[src/rtl/uart_wb_master.sv]
// UART-to-Wishbone debug bridge: 8N1 'W'/'R' command frames become single
// Wishbone classic cycles, answered with 'K' (+ read data) or 'E' on timeout.
module uart_wb_master #(
    parameter logic [15:0] CLKDIV  = 16'd16,
    parameter int unsigned AW      = 16,
    parameter int unsigned TIMEOUT = 1024
) (
    input  logic          clk_i,
    input  logic          rst_i,
    input  logic          rx_i,
    output logic          tx_o,
    output logic          cyc_o,
    output logic          stb_o,
    output logic          we_o,
    output logic [AW-1:0] adr_o,
    output logic [31:0]   dat_o,
    input  logic [31:0]   dat_i,
    input  logic          ack_i,
    output logic          busy_o
);

    typedef enum logic [2:0] {S_IDLE, S_ADDR, S_DATA, S_BUS, S_RESP} state_t;

    logic        rx_s1_q, rx_s2_q, rx_s3_q;
    logic        rx_act_q;
    logic [15:0] rx_cnt_q;
    logic [3:0]  rx_bit_q;
    logic [7:0]  rx_sh_q;
    logic        rx_vld_q, rx_ferr_q;

    state_t          state_q;
    logic [1:0]      nbyte_q;
    logic            wr_q;
    logic [31:0]     addr_q;
    logic [23:0]     data_q;
    logic [31:0]     to_cnt_q;
    logic [39:0]     resp_q;
    logic [8:0]      tx_sh_q;
    logic [15:0]     tx_cnt_q;
    logic [3:0]      tx_bits_q;
    logic [2:0]      tx_bytes_q;
    logic            tx_q, cyc_q, stb_q, we_q, busy_q;
    logic [AW-1:0]   adr_q;
    logic [31:0]     dat_q;

    logic [31:0]     addr_d;
    logic [31:0]     data_d;
    logic            to_hit_d;

    assign addr_d   = {addr_q[23:0], rx_sh_q};
    assign data_d   = {data_q, rx_sh_q};
    assign to_hit_d = (TIMEOUT != 32'd0) && ((to_cnt_q + 32'd1) == TIMEOUT);

    // Receiver: synchronize, detect start edge, sample mid-bit, flag good/bad stop.
    always_ff @(posedge clk_i) begin
        if (rst_i) begin
            rx_s1_q   <= 1'b1;
            rx_s2_q   <= 1'b1;
            rx_s3_q   <= 1'b1;
            rx_act_q  <= 1'b0;
            rx_cnt_q  <= 16'd0;
            rx_bit_q  <= 4'd0;
            rx_sh_q   <= 8'd0;
            rx_vld_q  <= 1'b0;
            rx_ferr_q <= 1'b0;
        end else begin
            rx_s1_q   <= rx_i;
            rx_s2_q   <= rx_s1_q;
            rx_s3_q   <= rx_s2_q;
            rx_vld_q  <= 1'b0;
            rx_ferr_q <= 1'b0;
            if (!rx_act_q) begin
                if (rx_s3_q && !rx_s2_q) begin
                    rx_act_q <= 1'b1;
                    rx_cnt_q <= (CLKDIV >> 1) - 16'd1;
                    rx_bit_q <= 4'd0;
                end
            end else if (rx_cnt_q != 16'd0) begin
                rx_cnt_q <= rx_cnt_q - 16'd1;
            end else begin
                rx_cnt_q <= CLKDIV - 16'd1;
                rx_bit_q <= rx_bit_q + 4'd1;
                if (rx_bit_q == 4'd0) begin
                    if (rx_s2_q) begin
                        rx_act_q <= 1'b0;
                    end
                end else if (rx_bit_q == 4'd9) begin
                    rx_act_q  <= 1'b0;
                    rx_vld_q  <= rx_s2_q;
                    rx_ferr_q <= !rx_s2_q;
                end else begin
                    rx_sh_q <= {rx_s2_q, rx_sh_q[7:1]};
                end
            end
        end
    end

    // Command parser, bus sequencer and response transmitter.
    always_ff @(posedge clk_i) begin
        if (rst_i) begin
            state_q    <= S_IDLE;
            nbyte_q    <= 2'd0;
            wr_q       <= 1'b0;
            addr_q     <= 32'd0;
            data_q     <= 24'd0;
            to_cnt_q   <= 32'd0;
            resp_q     <= 40'd0;
            tx_sh_q    <= 9'h1FF;
            tx_cnt_q   <= 16'd0;
            tx_bits_q  <= 4'd0;
            tx_bytes_q <= 3'd0;
            tx_q       <= 1'b1;
            cyc_q      <= 1'b0;
            stb_q      <= 1'b0;
            we_q       <= 1'b0;
            adr_q      <= '0;
            dat_q      <= 32'd0;
            busy_q     <= 1'b0;
        end else begin
            case (state_q)
                S_IDLE: begin
                    if (rx_vld_q && (rx_sh_q == 8'h57 || rx_sh_q == 8'h52)) begin
                        wr_q    <= (rx_sh_q == 8'h57);
                        nbyte_q <= 2'd0;
                        busy_q  <= 1'b1;
                        state_q <= S_ADDR;
                    end
                end
                S_ADDR: begin
                    if (rx_ferr_q) begin
                        state_q <= S_IDLE;
                        busy_q  <= 1'b0;
                    end else if (rx_vld_q) begin
                        addr_q  <= addr_d;
                        nbyte_q <= nbyte_q + 2'd1;
                        if (nbyte_q == 2'd3) begin
                            if (wr_q) begin
                                state_q <= S_DATA;
                            end else begin
                                state_q  <= S_BUS;
                                cyc_q    <= 1'b1;
                                stb_q    <= 1'b1;
                                we_q     <= 1'b0;
                                adr_q    <= AW'(addr_d);
                                to_cnt_q <= 32'd0;
                            end
                        end
                    end
                end
                S_DATA: begin
                    if (rx_ferr_q) begin
                        state_q <= S_IDLE;
                        busy_q  <= 1'b0;
                    end else if (rx_vld_q) begin
                        data_q  <= data_d[23:0];
                        nbyte_q <= nbyte_q + 2'd1;
                        if (nbyte_q == 2'd3) begin
                            state_q  <= S_BUS;
                            cyc_q    <= 1'b1;
                            stb_q    <= 1'b1;
                            we_q     <= 1'b1;
                            adr_q    <= AW'(addr_q);
                            dat_q    <= data_d;
                            to_cnt_q <= 32'd0;
                        end
                    end
                end
                S_BUS: begin
                    // ack wins over a timeout landing on the same edge
                    if (ack_i || to_hit_d) begin
                        cyc_q      <= 1'b0;
                        stb_q      <= 1'b0;
                        state_q    <= S_RESP;
                        tx_cnt_q   <= 16'd0;
                        tx_bits_q  <= 4'd0;
                        resp_q     <= ack_i ? {8'h4B, dat_i} : {8'h45, 32'd0};
                        tx_bytes_q <= (ack_i && !wr_q) ? 3'd5 : 3'd1;
                    end else begin
                        to_cnt_q <= to_cnt_q + 32'd1;
                    end
                end
                S_RESP: begin
                    if (tx_cnt_q != 16'd0) begin
                        tx_cnt_q <= tx_cnt_q - 16'd1;
                    end else if (tx_bits_q != 4'd0) begin
                        tx_q      <= tx_sh_q[0];
                        tx_sh_q   <= {1'b1, tx_sh_q[8:1]};
                        tx_bits_q <= tx_bits_q - 4'd1;
                        tx_cnt_q  <= CLKDIV - 16'd1;
                    end else if (tx_bytes_q != 3'd0) begin
                        tx_q       <= 1'b0;
                        tx_sh_q    <= {1'b1, resp_q[39:32]};
                        resp_q     <= {resp_q[31:0], 8'h00};
                        tx_bytes_q <= tx_bytes_q - 3'd1;
                        tx_bits_q  <= 4'd9;
                        tx_cnt_q   <= CLKDIV - 16'd1;
                    end else begin
                        state_q <= S_IDLE;
                        busy_q  <= 1'b0;
                    end
                end
                default: begin
                    state_q <= S_IDLE;
                end
            endcase
        end
    end

    assign tx_o   = tx_q;
    assign cyc_o  = cyc_q;
    assign stb_o  = stb_q;
    assign we_o   = we_q;
    assign adr_o  = adr_q;
    assign dat_o  = dat_q;
    assign busy_o = busy_q;

endmodule
[config.mk]
export PLATFORM = sky130hd
export DESIGN_NAME = uart_wb_master
export DESIGN_NICKNAME = d
export VERILOG_FILES = /design/src/rtl/uart_wb_master.sv
export SDC_FILE = /design/constraint.sdc
export NUM_CORES = 1
export LEC_CHECK = 0
export BUFFER_PORTS_ARGS = -buffer_cell sky130_fd_sc_hd__buf_2
export CAP_MARGIN = 40
export CORE_MARGIN = 2
export CORE_UTILIZATION = 49
export DETAILED_ROUTE_END_ITERATION = 12
export PLACE_DENSITY = 0.67
export RECOVER_POWER = 25
export SYNTH_ARGS = -nofsm -noshare
export SYNTH_HDL_FRONTEND = slang
export SYNTH_SLANG_ARGS = --single-unit
[constraint.sdc]
create_clock -name clk_i -period 4.4 [get_ports clk_i]
set_input_delay 1.32 -clock clk_i [delete_from_list [all_inputs] [get_ports clk_i]]
set_output_delay 1.32 -clock clk_i [all_outputs]
set_load 0.01 [all_outputs]
Word-level counts from Yosys, hierarchy flattened. Cells that the tools add are included. W data, S select, Z words.

Register bits: 236. Input port bits: 36. Output and inout bits: 53. Word-level logic and storage cells: 202.

Add/subtract/negate cells: 7. Equality and inequality tests: 33. Mux-type cells: 92. Bitwise logic cells: 6. Reductions and logical operators: 38.

Operator list (count): $mux W32 (8); $mux W16 (14); $mux W40 (4); $pmux W32 S3 (1); $pmux W40 S2 (1); $pmux W16 S2 (2); $mux W3 (16); $mux W36 (1); $add A32 B1 Y32 const B (1); $eq A32 B11 Y1 const B (1); $ne A2 B2 Y1 const B (16); $reduce_bool A16 Y1 (2); $sub A16 B1 Y16 const B (2); $mux W4 (7); $reduce_and A9 Y1 (3); $mux W1 (26); $mux W9 (2); $eq A8 B7 Y1 const B (2); $reduce_and A4 Y1 (4); $ne A3 B3 Y1 const B (5); $pmux W3 S5 (1); $reduce_and A3 Y1 (4); $reduce_bool A2 Y1 (5); $reduce_bool A3 Y1 (3); 30 further kinds (45).

Longest topological paths before layout. Gate-level depths: netlist of run 1.

Word-level depth: 5. Depth in mapped cells: 12. Depth with buffers taken out: 10.

Worst setup path after synthesis of run 1. No wires, ideal clock.

Path type: register to register. Start point: reg to_cnt_q[0]. End point: reg state_q[0]. Library setup time: 0.070 ns. Arrival time: 2.850 ns. Data required time: 4.330 ns. Path slack: 1.480 ns. Stages on the path, launching flop included: 12. Cell sequence: dfxtp_1 -> ha_1 -> nand3_1 -> clkbuf_1 -> or3_1 -> o31a_1 -> nor4_1 -> and4_1 -> a21oi_4 -> buf_6 -> or4_1 -> a21oi_1.

Word-level cells in the longest chain between the ends: 5.

Ends and longest elaborated chain: start, declared (line 36) `logic [31:0] to_cnt_q;`; start signal, assigned (line 179) `to_cnt_q <= to_cnt_q + 32'd1;`; $add A32 B1 Y32 (line 52) `assign to_hit_d = (TIMEOUT != 32'd0) && ((to_cnt_q + 32'd1) == TIMEOUT);`; $eq A32 B11 Y1 (line 52); $logic_or A1 B1 Y1 (line 170) `if (ack_i || to_hit_d) begin`; $ne A2 B2 Y1 (no source line); $reduce_and A9 Y1 (no source line); end signal, assigned (line 173) `state_q <= S_RESP;`; end signal, assigned (line 198) `state_q <= S_IDLE;`; end signal, assigned (line 203) `state_q <= S_IDLE;`; end, declared (line 31) `state_t state_q;`.

No other way between the ends. A chain may end at the register's enable or synchronous reset.

Final worst setup path of run 1.
Start point: reg to_cnt_q[5]. End point: reg resp_q[18].

Word-level cells in the longest chain between the ends: 5.

Ends and longest elaborated chain: $add A32 B1 Y32 (line 52); $eq A32 B11 Y1 (line 52); $logic_or A1 B1 Y1 (line 170); $ne A2 B2 Y1 (no source line); $reduce_and A5 Y1 (no source line); end signal, assigned (line 176) `resp_q <= ack_i ? {8'h4B, dat_i} : {8'h45, 32'd0};`; end signal, assigned (line 193) `resp_q <= {resp_q[31:0], 8'h00};`; end, declared (line 37) `logic [39:0] resp_q;`.

No other way between the ends.

==> results of run 1 <==
path summary, 6_finish.rpt:
path                            start                 endpoint  slack (ns)  cells after the start
max          to_cnt_q[5]$_SDFFE_PP0P_  resp_q[18]$_SDFFE_PP0P_        0.68                      9
min                rx_s1_q$_SDFF_PP1_       rx_s2_q$_SDFF_PP1_        0.42                      1
max reg2reg  to_cnt_q[5]$_SDFFE_PP0P_  resp_q[18]$_SDFFE_PP0P_        0.68                      9
min reg2reg        rx_s1_q$_SDFF_PP1_       rx_s2_q$_SDFF_PP1_        0.42                      1
per-layer routing:
layer | up-vias | track usage | routed length (um)
li1 | 5191 | - | -
met1 | 4876 | 0.329 | 13300
met2 | 278 | 0.363 | 13000
met3 | 42 | 0.0315 | 1530
met4 | 0 | 0.0620 | 506
met5 | - | 0 | 0
power groups by stage:
| stage | Clock (mW) | Combinational, mW | Sequential [mW] |
|---|---|---|---|
| 2_1_floorplan | 0 | 0.181 | 2.20 |
| 3_3_place_gp | 0 | 0.233 | 2.22 |
| 3_5_place_dp | 0 | 0.238 | 2.22 |
| 4_1_cts | 2.38 | 0.241 | 2.17 |
| 5_1_grt | 2.47 | 0.272 | 2.18 |
| 6_report | 2.35 | 0.241 | 2.17 |
worst max-delay path, stage by stage (launching register included):
cell                       delay [ns]
sky130_fd_sc_hd__dfxtp_1         0.56
sky130_fd_sc_hd__nand3_2         0.21
sky130_fd_sc_hd__or3_1           0.59
sky130_fd_sc_hd__or4_1           0.54
sky130_fd_sc_hd__and4_1          0.22
sky130_fd_sc_hd__o2111a_2        0.32
sky130_fd_sc_hd__a21oi_4         0.52
sky130_fd_sc_hd__nor3_2          0.10
sky130_fd_sc_hd__buf_4           0.27
sky130_fd_sc_hd__a311oi_1        0.27
logic make-up after synthesis:
kind of cell    after synthesis
buf+inv                     140
compound gates              372
fa+ha+maj                    14
mux                          36
flops                       235
xor+xnor                     13
simple gates                613
metrics by stage:
step           setup slack [ns]  cell area (sq um)   util
6_report                  0.676              12700  0.561
2_1_floorplan              1.48              11200      -
3_3_place_gp              0.837              11700  0.519
5_1_grt                   0.411              12700  0.561
3_5_place_dp              0.701              11700  0.520
4_1_cts                   0.692              12700  0.562
state kept, by name, summed over array words and instances (netlist names), 2 cells and up:
name	flops
resp_q	40
nbyte_q	2
dat_o	32
tx_bits_q	4
state_q	3
tx_sh_q	8
rx_cnt_q	16
rx_bit_q	4
adr_o	16
data_q	24
to_cnt_q	32
tx_bytes_q	3
rx_sh_q	8
addr_q	16
tx_cnt_q	16
synth_stat cells (all sizes together), types with 9 or more instances:
cell    count  area share
clkbuf     86       0.029
ha         14       0.016
o31ai       9      0.0060
o21ai      47       0.021
dfxtp     235        0.42
or3        11      0.0061
and3       12      0.0067
nor3       38       0.017
nor2      102       0.034
nand3      70       0.032
nand2     275       0.092
a31oi      57       0.032
a311oi     40       0.032
inv        21      0.0070
and4        9      0.0073
nor4       20       0.013
mux2i      35       0.031
o211ai      9      0.0060
or4        11      0.0074
and2       10      0.0056
buf        32       0.018
nand4      28       0.017
a211oi     24       0.017
a21oi     140       0.064
area by class of cell:
type                    count  area (sq um)
clock buffers              41           838
clock inverters             7           109
fillers                  2156          9900
inverters                  22          82.6
multi-input cells        1048          5940
flip-flops and latches    235          4700
well taps                 285           357
repair buffers            113           641
==> out/qor.yml, run 1 <==
num_ports: 89
post_dp_hpwl_mm: 18.2
synth_seq_area_share: 0.420
synth_top_family_by_area: "simple AND/OR/NAND/NOR gates"
clock-root-buffer: "sky130_fd_sc_hd__clkbuf_16"
largest_net_degree_at_the_start_of_global_routing: 146
final_net_count: 1497
vias: 10387
yosys.area_share.xor_xnor: 0.0102
synth_mux_area_frac: 0.0323
clock_sink_count: 235
cts.repair.resized: 0
die_width_um: 155
seq_power_share: 0.456
setup.worst_path.start_class: "flip-flop"
syn-cell-area_sq_um: 11200
worst_hold_path_type: "reg -> reg"
fp-row-count: 55
layout.cells.most_common_list: "274 x sky130_fd_sc_hd__nand2_1, 235 x sky130_fd_sc_hd__dfxtp_1, 139 x sky130_fd_sc_hd__a21oi_1"
synth.yosys.warnings: 0
synth_adder_area_share: 0.0156
irDropWorstVdd_uv: 249
timing.critical_path.required_ns: 4.84
start_util: 0.497
worst_pin_slew_ns: 2.08
compound_gate_fraction_of_synth_area: 0.213
cts_made_buffers: 27
p_clk_frac: 0.493
route.detailed.wl_per_inst_um: 16.2
layout_worst_path_cycle_share: 0.846
routed_wl_mm: 28.3
syn_avg_cell_area_sq_um: 7.88
number_of_distinct_standard_cells_referenced_by_the_synthesized_netlist: 68
clk_latency_ns: 0.55
timing.setup.tns_ns: 0
finalHoldViolations: 0
netSwitchingFraction: 0.232
most_frequently_used_flop_master_after_synthesis: "sky130_fd_sc_hd__dfxtp_1"
drt_iter0_drc: 841
clk_path_buf_depth: 3
vias_in_the_first_global_route: 9477
htreeDepth: 1
synth_enable_flop_cells: 0
timing_limited_maximum_frequency_mhz: 269
number_of_pins_exceeding_their_max_slew_limit_in_the_final_report: 43
most_common_library_cell_in_the_layout_ignoring_fill_and_taps: "sky130_fd_sc_hd__nand2_1"
globalRouteTotalUtil: 0.229
net-switching-power_mw: 1.10
dp_cells: 1703
finalWorstPathRequiredPeriod_ns: 3.72
power_leakage_nw: 4.51
end_kind: "flip-flop"
hold_ws_ns: 0.424
n_antenna_cell: 0
syn-instance-count: 1423
status: "finished with violations"
max_cap_viol: 1
async_reset_ff_frac: 0
timing.slew.headroom: -0.387
synth_simple_gate_area_share: 0.256
timing.final.setup_violations: 0
placeableCoreArea_sq_um: 22600
arr_time_crit_path_ns: 4.16
layout-drive-gt1-share: 0.127
portBuffers: 88
cts_setup_buffers: 0
viasPerCell: 5.93
gp_routability_congestion: 0.948
comb_power_frac: 0.051
drc_errors: 0
critPathMaxFanout: 31
totalPowerFinal_mw: 4.76
gr-total-overflow: 0
failing_checks: "capacitance limit, slew limit"
synth-seq-cells: 235
synth_nets: 1473
detailedRoute.firstPassIterationCount: 5
ant_nets: 0
tritoncts: "built"
number_of_antenna_violations_at_the_first_check_in_global_routing: 0
reg_clk_slew_reported_paths_ns: 0.06
setup.worst_path.class: "reg -> reg"
cts-hold-fix-buffers: 0
grt_first_pass_wirelength_mm: 46.9
total_die_area_sq_um: 24100
rsz0062_at_grt: "false"
dieHeight_um: 155
power_density_nw_per_um2: 376
flow.area_growth_from_synthesis_pct: 13.0
power_report.internal_total_mw: 3.66
layout.cells.non_filler: 1751
skew_ns: 0.0134
(Power assumes the default switching activity.)
==> run 2, diff against run 1 <==
Settings changed: PLACE_DENSITY 0.67 to 0.7.
Clock period 4.4 ns to 3.05 ns, I/O delays scaled along.
==> out/qor.yml, run 2 (synthesis gave the netlist of run 1 again) <==
worst_slack_ns: 0.0146
regMostFlops: "resp_q"
arr_time_crit_path_ns: 3.46
post-place-ws_ns: -0.0738
comb_power_frac: 0.056
vias_in_the_first_global_route: 9860
end_kind: "flip-flop"
total_die_area_sq_um: 24100
flow.area_growth_from_synthesis_pct: 19.5
gp_routability_congestion: 0.950
placeableCoreArea_sq_um: 22600
power_leakage_nw: 4.75
timing.final.setup_violations: 0
die_width_um: 155
status: "completed"
power_report.internal_total_mw: 5.15
globalRouteTotalUtil: 0.236
most_common_library_cell_in_the_layout_ignoring_fill_and_taps: "sky130_fd_sc_hd__nand2_1"
timing.critical_path.required_ns: 3.48
reg_clk_slew_reported_paths_ns: 0.06
n_antenna_cell: 0
net-switching-power_mw: 1.57
largest_register_ff_count: 40
layout_worst_path_cycle_share: 0.995
skew_ns: 0.0213
netSwitchingFraction: 0.233
gr-total-overflow: 0
viasPerCell: 5.94
tritoncts: "built"
ant_nets: 0
detailedRoute.firstPassIterationCount: 5
p_clk_frac: 0.480
rsz0062_at_grt: "true"
clk_path_buf_depth: 3
route.detailed.wl_per_inst_um: 16.1
largest_net_degree_at_the_start_of_global_routing: 114
setup.worst_path.start_class: "flip-flop"
max_cap_viol: 0
finalHoldViolations: 0
vias: 10856
grt_first_pass_wirelength_mm: 48.2
clk_latency_ns: 0.54
dieHeight_um: 155
layout.cells.most_common_list: "274 x sky130_fd_sc_hd__nand2_1, 225 x sky130_fd_sc_hd__dfxtp_1, 138 x sky130_fd_sc_hd__a21oi_1"
portBuffers: 88
routed_wl_mm: 29.4
seq_power_share: 0.464
setup.worst_path.class: "reg -> reg"
fp-row-count: 55
final_net_count: 1573
timing_limited_maximum_frequency_mhz: 329
htreeDepth: 1
cts_made_buffers: 26
drc_errors: 0
start_util: 0.497
clock-root-buffer: "sky130_fd_sc_hd__clkbuf_16"
power_density_nw_per_um2: 502
critPathMaxFanout: 31
number_of_antenna_violations_at_the_first_check_in_global_routing: 0
number_of_pins_exceeding_their_max_slew_limit_in_the_final_report: 0
num_ports: 89
worst_pin_slew_ns: 0.805
timing.slew.headroom: 0.462
worst_hold_path_type: "reg -> reg"
irDropWorstVdd_uv: 407
hold_ws_ns: 0.402
drt_iter0_drc: 951
post_dp_hpwl_mm: 19.5
layout-drive-gt1-share: 0.165
finalWorstPathRequiredPeriod_ns: 3.04
clock_sink_count: 235
==> run 2: timing repair <==
| item | 4_1_cts | 5_1_grt |
|---|---|---|
| cloned | 1 | 1 |
| hold buffers | 0 | 0 |
| gates resized for setup | 7 | 45 |
| setup endpoints to repair | 16 | 85 |
| pin swaps | 4 | 12 |
| buffers inserted | 1 | 8 |
==> run 2: worst paths after layout <==
check	from	endpoint	slack, ns	cells past startpoint
setup / recovery	to_cnt_q[3]$_SDFFE_PP0P_	resp_q[16]$_SDFFE_PP0P_	0.01	10
setup reg to reg	to_cnt_q[3]$_SDFFE_PP0P_	resp_q[16]$_SDFFE_PP0P_	0.01	10
hold reg to reg	rx_s1_q$_SDFF_PP1_	rx_s2_q$_SDFF_PP1_	0.40	1
hold / removal	rx_s1_q$_SDFF_PP1_	rx_s2_q$_SDFF_PP1_	0.40	1
==> run 2: through the flow <==
step | util | cells | cell area (sq um) | power (mW) | setup TNS, ns
after global routing | 0.593 | 1827 | 13400 | 6.96 | -0.872
after detailed placement | 0.543 | 1769 | 12200 | 3.56 | -0.221
after global placement | 0.543 | 1769 | 12200 | 3.55 | -0.0771
after CTS | 0.584 | 1818 | 13200 | 6.77 | -0.0102
after floorplan | - | 1423 | 11200 | 3.44 | 0
final | 0.593 | 1827 | 13400 | 6.72 | 0
==> run 2: area by class of cell <==
cell class	count	area (sq um)
sequential	235	4720
timing repair buffer	189	1230
tap	285	357
clock buffer	34	721
fill	2040	9180
inverter	22	82.6
multi-input combinational	1049	6120
clock inverter	13	166
==> run 2: power groups by stage <==
| stage | Combinational, mW | Sequential (mW) | Clock, mW |
|---|---|---|---|
| detailed placement | 0.372 | 3.18 | 0 |
| CTS | 0.376 | 3.12 | 3.28 |
| finish | 0.377 | 3.12 | 3.23 |
| global placement | 0.366 | 3.18 | 0 |
| global route | 0.425 | 3.12 | 3.42 |
| floorplan | 0.262 | 3.18 | 0 |
==> run 2: layer usage <==
metal	GRT usage	share of wire
met1	0.331	0.45
met2	0.381	0.47
met3	0.0329	0.058
met4	0.0638	0.020
met5	0	0
==> run 2: critical path: stages, from the launching register on <==
cell	delay [ns]
sky130_fd_sc_hd__dfxtp_2	0.37
sky130_fd_sc_hd__buf_6	0.11
sky130_fd_sc_hd__nand4_2	0.12
sky130_fd_sc_hd__or3_4	0.40
sky130_fd_sc_hd__or4_1	0.52
sky130_fd_sc_hd__and4_1	0.22
sky130_fd_sc_hd__o2111a_2	0.32
sky130_fd_sc_hd__a21oi_4	0.29
sky130_fd_sc_hd__nor3_2	0.11
sky130_fd_sc_hd__buf_12	0.18
sky130_fd_sc_hd__a311oi_1	0.25
==> run 3, diff against run 2 <==
Settings changed: PLACE_DENSITY 0.7 to default, PLACE_DENSITY_LB_ADDON from default to 0.1.
==> out/qor.yml, run 3 (synthesis gave the netlist of run 1 again) <==
setup.worst_path.class: "reg -> reg"
timing_limited_maximum_frequency_mhz: 336
gp_routability_congestion: 0.900
arr_time_crit_path_ns: 3.44
worst_hold_startpoint: "rx_s1_q$_SDFF_PP1_"
timing.hold.worst_path_depth: 1
start_util: 0.497
num_ports: 89
reg2reg_setup_slack_ns: 0.07
timing.setup.tns_ns: 0
final_net_count: 1584
regMostFlops: "resp_q"
power_leakage_nw: 5.01
critPathMaxFanout: 6
slowest_cell_on_crit_path: "sky130_fd_sc_hd__or4_1"
largest_net_degree_at_the_start_of_global_routing: 78
timing.critical_path.cells: "ha_2 > nand3_1 > buf_6 > nor4_4 > nand4_1 > a211oi_2 > buf_4 > and4_4 > a21oi_4 > buf_6 > or4_1 > a21oi_2"
total_die_area_sq_um: 24100
ant_nets: 0
post-place-ws_ns: -0.0714
cp_common_cell: "sky130_fd_sc_hd__buf_6"
layout-drive-gt1-share: 0.206
min_to: "rx_s2_q$_SDFF_PP1_"
worst_pin_slew_ns: 0.822
max_stage_delay_ns: 0.53
layout.core_utilization: 0.605
clock_sink_count: 235
detailedRoute.firstPassIterationCount: 5
timing.final.setup_violations: 0
end_kind: "flip-flop"
number_of_pins_exceeding_their_max_slew_limit_in_the_final_report: 0
irDropWorstVdd_uv: 627
drt_iter0_drc: 724
worst_hold_path_type: "reg -> reg"
startpoint: "to_cnt_q[1]$_SDFFE_PP0P_"
route.detailed.wl_per_inst_um: 16.6
reg_clk_slew_reported_paths_ns: 0.06
flow.area_growth_from_synthesis_pct: 21.8
setup.worst_path.start_class: "flip-flop"
crit-reg2reg-capture: "tx_cnt_q[4]$_SDFFE_PP0P_"
globalRouteTotalUtil: 0.245
status: "completed"
worst_slack_ns: 0.0698
clk_latency_ns: 0.53
timing.critical_path.required_ns: 3.51
dp_cells: 1771
totalPowerFinal_mw: 6.98
layout_worst_path_cycle_share: 0.977
layout.cells.non_filler: 1839
skew_ns: 0.0105
tritoncts: "built"
max_cap_viol: 0
fp-row-count: 55
clk_path_buf_depth: 3
n_antenna_cell: 0
viasPerCell: 5.90
cts_made_buffers: 27
die_width_um: 155
grt_first_pass_wirelength_mm: 49.7
routed_wl_mm: 30.5
drc_errors: 0
htreeDepth: 1
number_of_antenna_violations_at_the_first_check_in_global_routing: 0
critical_path.reg2reg.startpoint: "to_cnt_q[1]$_SDFFE_PP0P_"
portBuffers: 88
finalWorstPathRequiredPeriod_ns: 2.98
timing.slew.headroom: 0.451
vias_in_the_first_global_route: 9787
gr-total-overflow: 0
rsz0062_at_grt: "true"
most_common_library_cell_in_the_layout_ignoring_fill_and_taps: "sky130_fd_sc_hd__nand2_1"
finalHoldViolations: 0
power_density_nw_per_um2: 511
placeableCoreArea_sq_um: 22600
vias: 10843
largest_register_ff_count: 40
dieHeight_um: 155
post_dp_hpwl_mm: 19.7
clock-root-buffer: "sky130_fd_sc_hd__clkbuf_16"
r2r.worst_path.cells: 12
cts-hold-fix-buffers: 0
layout.cells.most_common_list: "274 x sky130_fd_sc_hd__nand2_1, 226 x sky130_fd_sc_hd__dfxtp_1, 136 x sky130_fd_sc_hd__a21oi_1"
-- run 3: worst max-delay path, delay by kind of cell, from the launching register on --
kind / cells / cell delay [ns]
simple gates: 5 / 1.41
compound gates: 3 / 0.49
fa+ha+maj: 1 / 0.18
buf+inv: 3 / 0.45
flops: 1 / 0.37
-- run 3: worst max path at each step --
stage | endpoint | slack, ns | cells after the start
finish | tx_cnt_q[4]$_SDFFE_PP0P_ | 0.07 | 12
floorplan | state_q[0]$_SDFFE_PP0P_ | 0.13 | 11
global route | tx_cnt_q[4]$_SDFFE_PP0P_ | -0.06 | 12
global placement | state_q[0]$_SDFFE_PP0P_ | 0.04 | 10
detailed placement | tx_cnt_q[4]$_SDFFE_PP0P_ | -0.07 | 12
CTS | to_cnt_q[2]$_SDFFE_PP0P_ | -0.002 | 10
-- run 3: power breakdown --
| part | total, mW | switching (mW) | internal (mW) |
|---|---|---|---|
| Combinational | 0.392 | 0.250 | 0.143 |
| Clock | 3.47 | 1.33 | 2.14 |
| Sequential | 3.12 | 0.0251 | 3.09 |
| Total | 6.98 | 1.60 | 5.38 |
-- run 3: repair_timing --
action,in CTS,in global routing
gates resized for setup,8,51
gates cloned,1,4
buffers inserted,5,9
setup endpoints to repair,10,87
hold endpoints to repair,0,0
pin swaps,6,23
-- run 3: area by class of cell --
| cell class | instances | area [sq um] |
|---|---|---|
| Clock buffer | 33 | 738 |
| Clock inverter | 16 | 220 |
| Fill cell | 2097 | 8920 |
| Inverter | 22 | 82.6 |
| Multi-Input combinational cell | 1049 | 6130 |
| Sequential cell | 235 | 4720 |
| Tap cell | 285 | 357 |
| Timing Repair Buffer | 199 | 1410 |
-- run 3: metrics by stage --
stage                     hold WS, ns  area, sq um
after floorplan                 0.389        11200
after global placement          0.393        12300
after detailed placement        0.402        12300
after CTS                       0.419        13300
after global routing            0.459        13700
final                           0.419        13700
-- run 3: routing by layer --
metal | vias to the layer above | share of wire | wire (um) | global-route usage
met5 | - | 0 | 0 | 0
met4 | 0 | 0.024 | 731 | 0.0655
met3 | 50 | 0.052 | 1580 | 0.0309
met2 | 315 | 0.46 | 13900 | 0.395
met1 | 5099 | 0.47 | 14300 | 0.348
li1 | 5379 | - | - | -
